File: config.mk
export PLATFORM = sky130hd
export DESIGN_NAME = irq_sequencer
export DESIGN_NICKNAME = d
export VERILOG_FILES = /design/src/rtl/irq_sequencer.sv
export SDC_FILE = /design/constraint.sdc
export NUM_CORES = 1
export LEC_CHECK = 0
export CAP_MARGIN = 20
export CORE_MARGIN = 3
export CORE_UTILIZATION = 38
export DETAILED_ROUTE_END_ITERATION = 12
export MAX_ROUTING_LAYER = met4
export PLACE_DENSITY = 0.76
export SETUP_SLACK_MARGIN = 0.1
export SLEW_MARGIN = 20
export SYNTH_ARGS = -nofsm -noshare
export SYNTH_HDL_FRONTEND = slang
export SYNTH_SLANG_ARGS = --single-unit
File: constraint.sdc
create_clock -name clk -period 1.3 [get_ports clk]
set_input_delay 0.195 -clock clk [delete_from_list [all_inputs] [get_ports clk]]
set_output_delay 0.195 -clock clk [all_outputs]
set_load 0.1 [all_outputs]
File: src/rtl/irq_sequencer.sv
// -----------------------------------------------------------------------------
// irq_sequencer
//
// Interrupt entry/exit sequencer for the 5-stage MIPS pipeline (PM, DC, EX, DM, WB).
// The block latches rising edges on the request lines and stalls fetch while the
// pipeline drains. It then redirects the PC into a vector table and saves the
// return address (EPC). When the service routine signals return, it restores EPC.
// The redirect uses the same jmp_loc / pc_mux_sel path as jump control; the
// surrounding mux gives this block priority over jump control.
//
// Ports
//   clk              in   1        system clock, rising edge
//   reset            in   1        synchronous, active-high
//   irq              in   NUM_IRQ  raw request lines, rising-edge sensitive
//   mask_we          in   1        mask register write enable
//   mask_in          in   NUM_IRQ  new mask value (1 = enabled)
//   current_address  in   ADDR_W   PC of the instruction in fetch
//   branch_in_flight in   1        unresolved jump/branch; defers entry
//   iret             in   1        service-routine return pulse
//   stall_req        out  1        freeze fetch/decode (DRAIN state)
//   pc_mux_sel       out  1        select jmp_loc as next PC
//   jmp_loc          out  ADDR_W   redirect target (0 when pc_mux_sel=0)
//   irq_ack          out  NUM_IRQ  one-hot acknowledge pulse (VECTOR state)
//   epc              out  ADDR_W   saved return address
//   in_service       out  1        set leaving VECTOR, cleared leaving RETURN
//
// Configuration macro
//   IRQ_RR_EN : when defined, priority is round-robin. The search starts one past
//               the last served id. When undefined, priority is fixed and the
//               lowest index wins.
// -----------------------------------------------------------------------------
module irq_sequencer #(
  parameter int                NUM_IRQ      = 4,
  parameter int                ADDR_W       = 16,
  parameter logic [ADDR_W-1:0] VEC_BASE     = 'h0040,
  parameter int                VEC_STRIDE   = 4,
  parameter int                DRAIN_CYCLES = 3
) (
  input  logic               clk,
  input  logic               reset,
  input  logic [NUM_IRQ-1:0] irq,
  input  logic               mask_we,
  input  logic [NUM_IRQ-1:0] mask_in,
  input  logic [ADDR_W-1:0]  current_address,
  input  logic               branch_in_flight,
  input  logic               iret,
  output logic               stall_req,
  output logic               pc_mux_sel,
  output logic [ADDR_W-1:0]  jmp_loc,
  output logic [NUM_IRQ-1:0] irq_ack,
  output logic [ADDR_W-1:0]  epc,
  output logic               in_service
);

  localparam int ID_W  = (NUM_IRQ > 1) ? $clog2(NUM_IRQ) : 1;
  localparam int CNT_W = (DRAIN_CYCLES > 1) ? $clog2(DRAIN_CYCLES) : 1;

  typedef enum logic [2:0] {
    S_IDLE,
    S_DRAIN,
    S_VECTOR,
    S_SERVICE,
    S_RETURN
  } state_t;

  state_t             state_q, state_d;
  logic [CNT_W-1:0]   cnt_q, cnt_d;
  logic [NUM_IRQ-1:0] irq_q;
  logic [NUM_IRQ-1:0] pending_q;
  logic [NUM_IRQ-1:0] mask_q;
  logic               ie_q;
  logic [ID_W-1:0]    id_q;
  logic [ADDR_W-1:0]  epc_q;
  logic               in_service_q;

  logic [NUM_IRQ-1:0] edges;
  logic [NUM_IRQ-1:0] eligible;
  logic [ID_W-1:0]    sel_id;
  logic               take;
  logic [ADDR_W-1:0]  vec_addr;

  // Lowest set index wins.
  function automatic logic [ID_W-1:0] pick_fixed(input logic [NUM_IRQ-1:0] req);
    logic [ID_W-1:0] pick;
    pick = '0;
    for (int i = NUM_IRQ - 1; i >= 0; i--) begin
      if (req[i]) pick = ID_W'(i);
    end
    return pick;
  endfunction

`ifdef IRQ_RR_EN
  logic [ID_W-1:0] last_q;

  // The search starts one past the last served id and wraps around.
  function automatic logic [ID_W-1:0] pick_rr(input logic [NUM_IRQ-1:0] req,
                                              input logic [ID_W-1:0]    last);
    logic [ID_W-1:0] pick;
    logic            found;
    int              idx;
    pick  = '0;
    found = 1'b0;
    for (int k = 1; k <= NUM_IRQ; k++) begin
      idx = (int'(last) + k) % NUM_IRQ;
      if (!found && req[idx]) begin
        pick  = ID_W'(idx);
        found = 1'b1;
      end
    end
    return pick;
  endfunction

  assign sel_id = pick_rr(eligible, last_q);
`else
  assign sel_id = pick_fixed(eligible);
`endif

  assign edges    = irq & ~irq_q;
  assign eligible = pending_q & mask_q;
  assign vec_addr = VEC_BASE + (ADDR_W'(id_q) * ADDR_W'(VEC_STRIDE));
  assign epc        = epc_q;
  assign in_service = in_service_q;

  // Next-state and state-decoded outputs
  always_comb begin
    state_d    = state_q;
    cnt_d      = cnt_q;
    take       = 1'b0;
    stall_req  = 1'b0;
    pc_mux_sel = 1'b0;
    jmp_loc    = '0;
    irq_ack    = '0;
    case (state_q)
      S_IDLE: begin
        // Entry waits for the branch to resolve, so EPC is never a wrong-path PC.
        if (ie_q && (eligible != '0) && !branch_in_flight) begin
          take    = 1'b1;
          cnt_d   = CNT_W'(DRAIN_CYCLES - 1);
          state_d = S_DRAIN;
        end
      end
      S_DRAIN: begin
        stall_req = 1'b1;
        if (cnt_q == '0) state_d = S_VECTOR;
        else             cnt_d   = cnt_q - 1'b1;
      end
      S_VECTOR: begin
        pc_mux_sel = 1'b1;
        jmp_loc    = vec_addr;
        irq_ack    = NUM_IRQ'(1) << id_q;
        state_d    = S_SERVICE;
      end
      S_SERVICE: begin
        if (iret) state_d = S_RETURN;
      end
      S_RETURN: begin
        pc_mux_sel = 1'b1;
        jmp_loc    = epc_q;
        state_d    = S_IDLE;
      end
      default: state_d = S_IDLE;
    endcase
  end

  // State and bookkeeping registers
  always_ff @(posedge clk) begin
    if (reset) begin
      state_q      <= S_IDLE;
      cnt_q        <= '0;
      irq_q        <= '0;
      pending_q    <= '0;
      mask_q       <= '1;
      ie_q         <= 1'b1;
      id_q         <= '0;
      epc_q        <= '0;
      in_service_q <= 1'b0;
`ifdef IRQ_RR_EN
      last_q       <= ID_W'(NUM_IRQ - 1);
`endif
    end else begin
      state_q <= state_d;
      cnt_q   <= cnt_d;
      irq_q   <= irq;
      // A new edge on the bit being acknowledged stays pending (set wins).
      pending_q <= (pending_q & ~irq_ack) | edges;
      if (mask_we) mask_q <= mask_in;
      if (take) begin
        id_q  <= sel_id;
        epc_q <= current_address;
      end
      if (state_q == S_VECTOR) begin
        ie_q         <= 1'b0;
        in_service_q <= 1'b1;
`ifdef IRQ_RR_EN
        last_q       <= id_q;
`endif
      end
      if (state_q == S_RETURN) begin
        ie_q         <= 1'b1;
        in_service_q <= 1'b0;
      end
    end
  end

endmodule

==> results.md, run 1 <==
| Parameter | This run |
|---|---|
| Result of the run | finished with violations |
| Failing checks | negative setup slack |
| Slew at the pin closest to its max-slew limit | 0.3584 ns |
| Clock tree from TritonCTS | done |
| Last weighted congestion value of the routability-driven placer | 0.7312 |
| Antenna Diode Count | 0 |
| Syn_nets | 203 |
| Wire length of the first global-routing pass | 9.239 mm |
| Post-Synthesis Cell Area | 1615 µm² |
| Count of TritonRoute iterations in the first routing pass | 6 |
| Clock sink count | 37 |
| Critical-path cell list | nor4bb_4 > buf_4 > nor2b_4 > buf_12 |
| Post-place instance area | 3114 µm² |
| Detail-routed net length per standard cell | 19.02 µm |
| Number of failing hold endpoints at the final stage | 0 |
| Multi-input combinational cell area | 1091 µm² |
| Buffer cell driving the clock tree root | sky130_fd_sc_hd__clkbuf_8 |
| FP Rows | 23 |
| Antenna-violating nets left | 0 |
| Synthesized flop and latch total | 37 |
| Die ar. | 5069 µm² |
| Net count of the finished layout | 313 |
| Total power divided by cell area | 1377 nW/µm² |
| Count leader, synth | sky130_fd_sc_hd__dfxtp_1 |
| Max clock buf depth | 2 |
| Count of hold-fix buffers inserted at cts | 0 |
| I/O pin count | 68 |
| DRC errors left | 0 |
| CTS Buf Count | 5 |
| Number of DRC violations after detailed-routing iteration 0 | 82 |
| Endpoint, Worst Hold | irq_q[3] |
| Library cell occupying the most area in the post-synthesis netlist | sky130_fd_sc_hd__dfxtp_1 |
| Most frequently used flop master after synthesis | sky130_fd_sc_hd__dfxtp_1 |
| Clock-pin slew on the worst setup and hold paths | 0.08 ns |
| Core area | 4058 µm² |
| Part of the cycle the worst path needs | 131.0% |
| Worst hold stages | 2 |
| Final worst path period need | 1.702 ns |
| Die span in y | 71.20 µm |
| Total chip power | 4.988 mW |
| Max-slew headroom | 76.00% |
| Fraction of final layout cells sized beyond drive strength 1 | 59.86% |
| Antenna violations before repair | 0 |
| Total Neg Setup Slack | -12.02 ns |
| Yosys top cell area share | 45.86% |
| Biggest area contributors in the synthesized netlist | sky130_fd_sc_hd__dfxtp_1 (46%), sky130_fd_sc_hd__mux2i_1 (9.9%), sky130_fd_sc_hd__and2_1 (5.4%) |
| Via total after detailed routing | 1710 |
| Largest stage delay on the critical path | 0.38 ns |
| Class of the worst hold path | primary input to flop |
| Via count of the first global-routing pass | 1839 |
| Count of buffering cells on the critical path with inverters included | 2 |
| Startpoint Class | flop |
| Finished Layout Cells | 334 |
| H-tree Lvls | 2 |
| Average cell area after synthesis | 9.337 µm² |
| Proportion of synthesized chip area in sequential cells | 45.86% |
| Total of fill cells in the finished design | 162 |
| CP Data Arrival Time | 1.51 ns |
| Post-DP HPWL | 3.707 mm |
| Launching point of the worst reg2reg path | state_q[2] |
| Number of instances in the synthesized netlist | 173 |
| Fraction of registers with async set/reset | 0% |
| Top fanout value on the critical path | 6 |
| Count of cells along the worst register-to-register path | 8 |
| Total global routing track utilization | 24.86% |
| Hold path startpoint | irq[3] |
| Delay-heaviest family, CP | simple AND/OR/NAND/NOR gates |
| Peak VDD IR | 1.293 mV |
| Final critical-path setup slack | -0.4024 ns |
| Final instance area | 3621 µm² |
| Post-synth EDFFs | 0 |
| Endpoint required time on the critical path | 1.11 ns |
| Growth of design area from synthesis to finish | 124.2% |
| Unrepaired setup endpoints after global routing | true |
| Distinct cell type count of the synthesized netlist | 36 |
| Largest net degree at the start of global routing | 21 |
| Yosys warning total | 0 |
| Instance count after placement with tap cells included | 311 |
| Lkg Pwr | 1.481 nW |
| Total detailed-routing wirelength | 6.352 mm |
| Max-slew violation count | 0 |
| Sequential cell area in the final layout | 787.0 µm² |
| Starting density of the core | 39.81% |
| Congestion Overflow GR | 0 |
| Clock latency of the later-clocked register in the worst-skew pair | 0.30 ns |
| Ratio of routed vias to standard cells | 5.120 |
| Count of max-cap constraint violations | 0 |
| Class of the most critical setup path | flop to output pin |
| Worst reg2reg setup slack | -0.29 ns |
| Post-placement worst setup slack | -0.3519 ns |
| Worst Setup End Kind | output pin |
| Leading cell types by count after synthesis | sky130_fd_sc_hd__dfxtp_1 (37), sky130_fd_sc_hd__nor2_1 (23), sky130_fd_sc_hd__mux2i_1 (16) |
| Slowest-stage cell, CP | sky130_fd_sc_hd__dfxtp_4 |
| Highest achievable clock rate | 587.4 MHz |
| Capture point of the worst reg-to-reg path | epc[5] |
| Setup Viol. Count Final | 44 |
| Die Span X | 71.20 µm |
| Number of port buffers | 67 |
| Final setup skew | 0.006242 ns |
## worst max-delay path by stage
stage,startpoint,endpoint,cells past startpoint
finish,state_q[2],irq_ack[2],4
detailed placement,branch_in_flight,cnt_q[1],5
global placement,branch_in_flight,cnt_q[1],5
CTS,state_q[0],irq_ack[2],4
global route,state_q[2],irq_ack[2],4
floorplan,state_q[2],pending_q[1],4
## kinds of logic after synthesis
kind of cell    after synthesis  share of synthesized area [%]
simple gates                 71                          24.56
flops                        37                          45.86
compound gates               30                          13.87
buf+inv                      18                          5.035
mux                          16                          9.915
fa+ha+maj                     1                         0.7745
## where the power goes
| part | leakage, nW | switching [mW] | internal [mW] |
|---|---|---|---|
| clock network | 0.0663 | 0.439 | 0.685 |
| registers | 0.316 | 0.173 | 1.29 |
| logic | 1.10 | 1.31 | 1.09 |
## cell usage in the layout (no fill, tap or decap), types with 3 or more instances in the layout
| cell type | instances |
|---|---|
| sky130_fd_sc_hd__dfxtp_1 | 14 |
| sky130_fd_sc_hd__a21oi_2 | 3 |
| sky130_fd_sc_hd__buf_6 | 11 |
| sky130_fd_sc_hd__mux2i_2 | 4 |
| sky130_fd_sc_hd__nand2_1 | 5 |
| sky130_fd_sc_hd__nand2b_4 | 3 |
| sky130_fd_sc_hd__and2_4 | 14 |
| sky130_fd_sc_hd__nor2b_1 | 9 |
| sky130_fd_sc_hd__buf_12 | 43 |
| sky130_fd_sc_hd__a211o_1 | 5 |
| sky130_fd_sc_hd__nor2_4 | 3 |
| sky130_fd_sc_hd__inv_1 | 6 |
| sky130_fd_sc_hd__buf_4 | 30 |
| sky130_fd_sc_hd__clkbuf_8 | 5 |
| sky130_fd_sc_hd__nand2b_1 | 3 |
| sky130_fd_sc_hd__clkdlybuf4s50_1 | 28 |
| sky130_fd_sc_hd__dfxtp_4 | 7 |
| sky130_fd_sc_hd__mux2i_1 | 11 |
| sky130_fd_sc_hd__nor2_1 | 20 |
| sky130_fd_sc_hd__nand2_2 | 3 |
| sky130_fd_sc_hd__dfxtp_2 | 16 |
## sequential cells by signal (all words and copies together), names as in the netlist
| register | count |
|---|---|
| cnt_q | 2 |
| epc | 16 |
| in_service | 1 |
| state_q | 3 |
| id_q | 2 |
| irq_q | 4 |
| ie_q | 1 |
| mask_q | 4 |
| pending_q | 4 |
## through the flow
stage / hold slack, ns / util [%]
floorplan: 0.3129 / -
global placement: 0.4393 / 76.75
detailed placement: 0.4561 / 76.75
CTS: 0.4606 / 86.12
global route: 0.4678 / 89.24
finish: 0.4645 / 89.24
## routing by layer
metal  GRT usage (%)  wire [µm]
met4           9.812        121
met3           6.534        289
met2           42.24       3547
met1           27.55       2393
met5               -          0
## what timing repair did
action                     in CTS  in global routing
gates resized for setup        32                 25
setup endpoints to repair      46                 48
gates cloned                    1                  0
setup buffers                  12                  5
pin swaps                      13                 17
## cell type report
cell class / instances / share of cell area (%)
well taps: 50 / 1.728
flip-flops and latches: 37 / 21.73
inverters: 8 / 0.9330
repair buffers: 113 / 41.91
multi-input cells: 118 / 30.13
clock inverters: 2 / 0.9675
clock buffers: 6 / 2.592
Note: power is estimated with default switching activity, not from simulation.
==> run 2, diff against run 1 <==
ABC_AREA = 1   (was not set)
GPL_ROUTABILITY_DRIVEN = 0   (was not set)
MAX_ROUTING_LAYER = not set   (was met4)
PLACE_DENSITY = 0.75   (was 0.76)
==> run 2 against run 1 <==
The flow still finishes with violations (negative setup slack). Core utilization increased by 1.4 points. First-iteration DRC count increased by 130%. Worst setup slack got worse by 0.10 ns. Combinational power increased by 140%. Via count increased by 27%. Die area increased by 2.7%. Clock skew increased by 0.0066 ns. Cell count increased by 21%. Sequential share of layout area decreased by 0.94 points. Cell area increased by 3.0%.
==> results.md, run 2 <==
| Parameter | This run | vs previous |
|---|---|---|
| Result of the run | finished with violations |  |
| Failing checks | negative setup slack |  |
| Yosys warning total | 0 | unchanged |
| Final setup skew | 0.01288 ns | +0.006637 ns |
| Net count of the finished layout | 384 | +23% |
| Buffer cell driving the clock tree root | sky130_fd_sc_hd__clkbuf_8 |  |
| Clock tree from TritonCTS | done |  |
| Fraction of the core area covered by cells at the end of the flow | 90.64% | +1.4 points |
| Via count of the first global-routing pass | 2307 | +25% |
| Largest stage delay on the critical path | 0.38 ns | about the same |
| FP Rows | 23 | unchanged |
| CTS Buf Count | 5 | unchanged |
| Biggest area contributors in the synthesized netlist | sky130_fd_sc_hd__dfxtp_1 (45%), sky130_fd_sc_hd__nand2_1 (14%), sky130_fd_sc_hd__nor2_1 (13%) |  |
| Final hold slack | 0.4303 ns | -0.03416 ns |
| Via total after detailed routing | 2170 | +27% |
| Number of instances in the synthesized netlist | 247 | +43% |
| H-tree Lvls | 2 | unchanged |
| Starting density of the core | 40.41% | +0.60 points |
| Startpoint Class | flop |  |
| Adder-cell area share of the yosys netlist | 0.7524% | -0.022 points |
| Clock latency of the later-clocked register in the worst-skew pair | 0.31 ns | about the same |
| Slew at the pin closest to its max-slew limit | 0.3555 ns | -0.002977 ns |
| Peak VDD IR | 1.543 mV | +19% |
| Post-synth EDFFs | 0 | unchanged |
| Die Span X | 72.15 µm | +1.3% |
| Slowest-stage cell, CP | sky130_fd_sc_hd__dfxtp_4 |  |
| Highest achievable clock rate | 554.6 MHz | -5.6% |
| Endpoint required time on the critical path | 1.11 ns | about the same |
| Lkg Pwr | 1.612 nW | +8.8% |
| Finished Layout Cells | 405 | +21% |
| Average cell area after synthesis | 6.732 µm² | -28% |
| Proportion of synthesized chip area in sequential cells | 44.54% | -1.3 points |
| Part of the cycle the worst path needs | 138.7% | +7.7 points |
| Critical-path cell list | nor3_4 > inv_6 > buf_12 > nor2_4 > buf_12 |  |
| Distinct cell type count of the synthesized netlist | 26 | -28% |
| Antenna Diode Count | 0 | unchanged |
| Final instance area | 3730 µm² | +3.0% |
| Max clock buf depth | 2 | unchanged |
| Post-placement worst setup slack | -0.1753 ns | +0.1766 ns |
| Congestion Overflow GR | 0 | unchanged |
| Clock-pin slew on the worst setup and hold paths | 0.09 ns | about the same |
| Post-Synthesis Cell Area | 1663 µm² | +2.9% |
| Total of fill cells in the finished design | 148 | -8.6% |
| Core area | 4115 µm² | +1.4% |
| Final worst path period need | 1.803 ns | +0.1007 ns |
| Max-slew headroom | 76.21% | +0.21 points |
| Fraction of registers with async set/reset | 0% | unchanged |
| DRC errors left | 0 | unchanged |
| Post-DP HPWL | 3.664 mm | -1.2% |
| Class of the most critical setup path | flop to output pin |  |
| Count of TritonRoute iterations in the first routing pass | 4 | -2 |
| Commonest non-fill, non-tap cells in the layout | sky130_fd_sc_hd__nand2_1 (47), sky130_fd_sc_hd__buf_12 (47), sky130_fd_sc_hd__nor2_1 (37) |  |
| I/O pin count | 68 | unchanged |
| Antenna-violating nets left | 0 | unchanged |
| Largest net degree at the start of global routing | 27 | +29% |
| Simple logic cell fraction of the synthesized area | 37.17% | +13 points |
| Number of DRC violations after detailed-routing iteration 0 | 192 | +130% |
| Top fanout value on the critical path | 9 | +3 |
| Synthesized flop and latch total | 37 | unchanged |
| Syn_nets | 277 | +36% |
| Total detailed-routing wirelength | 8.399 mm | +32% |
| Total power divided by cell area | 2266 nW/µm² | +64% |
| Count of buffering cells on the critical path with inverters included | 3 | +1 |
| Die span in y | 72.15 µm | +1.3% |
| Unrepaired setup endpoints after global routing | true |  |
| Area fraction in compound gates after synthesis | 5.568% | -8.3 points |
| Multiplexer share of the synthesized area | 0% | -9.9 points |
| Total global routing track utilization | 28.94% | +4.1 points |
| Wire length of the first global-routing pass | 11.40 mm | +23% |
| Worst Setup End Kind | output pin |  |
| Ratio of routed vias to standard cells | 5.358 | +4.7% |
| Number of failing hold endpoints at the final stage | 0 | unchanged |
| Sequential cell area in the final layout | 775.7 µm² | -1.4% |
| Growth of design area from synthesis to finish | 124.3% | about the same |
| Most frequently used flop master after synthesis | sky130_fd_sc_hd__dfxtp_1 |  |
| CP Data Arrival Time | 1.61 ns | +0.10 ns |
| Setup Viol. Count Final | 49 | +11% |
| Delay-heaviest family, CP | buffers and inverters |  |
| Crit-path most repeated cell | sky130_fd_sc_hd__buf_12 |  |
| Count leader, synth | sky130_fd_sc_hd__nand2_1 |  |
| Antenna violations before repair | 0 | unchanged |
| Instance count after placement with tap cells included | 375 | +21% |
| Combinational family with the most area after synthesis | simple AND/OR/NAND/NOR gates |  |
| Leading cell types by count after synthesis | sky130_fd_sc_hd__nand2_1 (61), sky130_fd_sc_hd__nor2_1 (57), sky130_fd_sc_hd__dfxtp_1 (37) |  |
| Multi-input combinational cell area | 1059 µm² | -3.0% |
| Number of port buffers | 67 | unchanged |
| Fraction of final layout cells sized beyond drive strength 1 | 50.14% | -9.7 points |
| Count of max-cap constraint violations | 0 | unchanged |
| Total Neg Setup Slack | -17.52 ns | -5.495 ns |
| Parity-gate share of the synthesized area counting xor and xnor cells | 0% | unchanged |
| Die ar. | 5206 µm² | +2.7% |
| Total chip power | 8.451 mW | +69% |
| Yosys top cell area share | 44.54% | -1.3 points |
| Library cell occupying the most area in the post-synthesis netlist | sky130_fd_sc_hd__dfxtp_1 |  |
| Post-place instance area | 3136 µm² | +0.68% |
| Detail-routed net length per standard cell | 20.74 µm | +9.0% |
| Class of the worst hold path | primary input to flop |  |
| Final critical-path setup slack | -0.5031 ns | -0.1007 ns |
| Max reg flops | 16 | unchanged |
| Clock sink count | 37 | unchanged |
| Max-slew violation count | 0 | unchanged |
| Count of hold-fix buffers inserted at cts | 0 | unchanged |
[run 2: path summary, 6_finish.rpt]
| path | start | endpoint | slack, ns | cells after the start |
|---|---|---|---|---|
| worst max-delay path | state_q[0] | jmp_loc[7] | -0.50 | 5 |
| worst min-delay path | irq[0] | irq_q[0] | 0.43 | 3 |
| worst max register to register | state_q[0] | epc[8] | -0.38 | 11 |
| worst min register to register | irq_q[2] | pending_q[2] | 0.49 | 1 |
[run 2: cell families after synthesis]
kind of cell,count (synthesis)
AOI/OAI and AO/OA,15
DFF,37
and+or+nand+nor,147
buffers and inverters,47
adders and majority gates,1
[run 2: worst reg2reg max path, delay by kind of cell (launching register included)]
family        cells  cell delay, ns
buf+inv           5            0.62
flops             1            0.38
simple gates      6            0.63
[run 2: final cells by class]
cell class	count	area share, %
repair buffers	107	42.23
clock buffers	5	1.845
clock inverters	3	0.5703
inverters	39	4.495
well taps	50	1.677
flip-flops and latches	37	20.80
multi-input cells	164	28.38
[run 2: where the power goes]
| part | switching (mW) | internal, mW |
|---|---|---|
| registers | 0.295 | 1.45 |
| clock network | 0.486 | 0.381 |
| logic | 3.53 | 2.30 |
| total | 4.32 | 4.14 |
[run 2: layer usage]
| metal | global-route usage (%) | up-vias | wire length, µm |
|---|---|---|---|
| li1 | - | 953 | - |
| met2 | 54.10 | 125 | 4473 |
| met5 | 0 | - | 0 |
| met4 | 15.87 | 0 | 470 |
| met1 | 28.82 | 1047 | 2885 |
| met3 | 7.341 | 45 | 570 |
[run 2: what timing repair did]
action	CTS	global route
pin swaps	11	9
endpoints found under the setup margin	43	51
gates cloned	5	0
buffers inserted	11	7
hold endpoints to repair	0	0
resized for setup	49	14
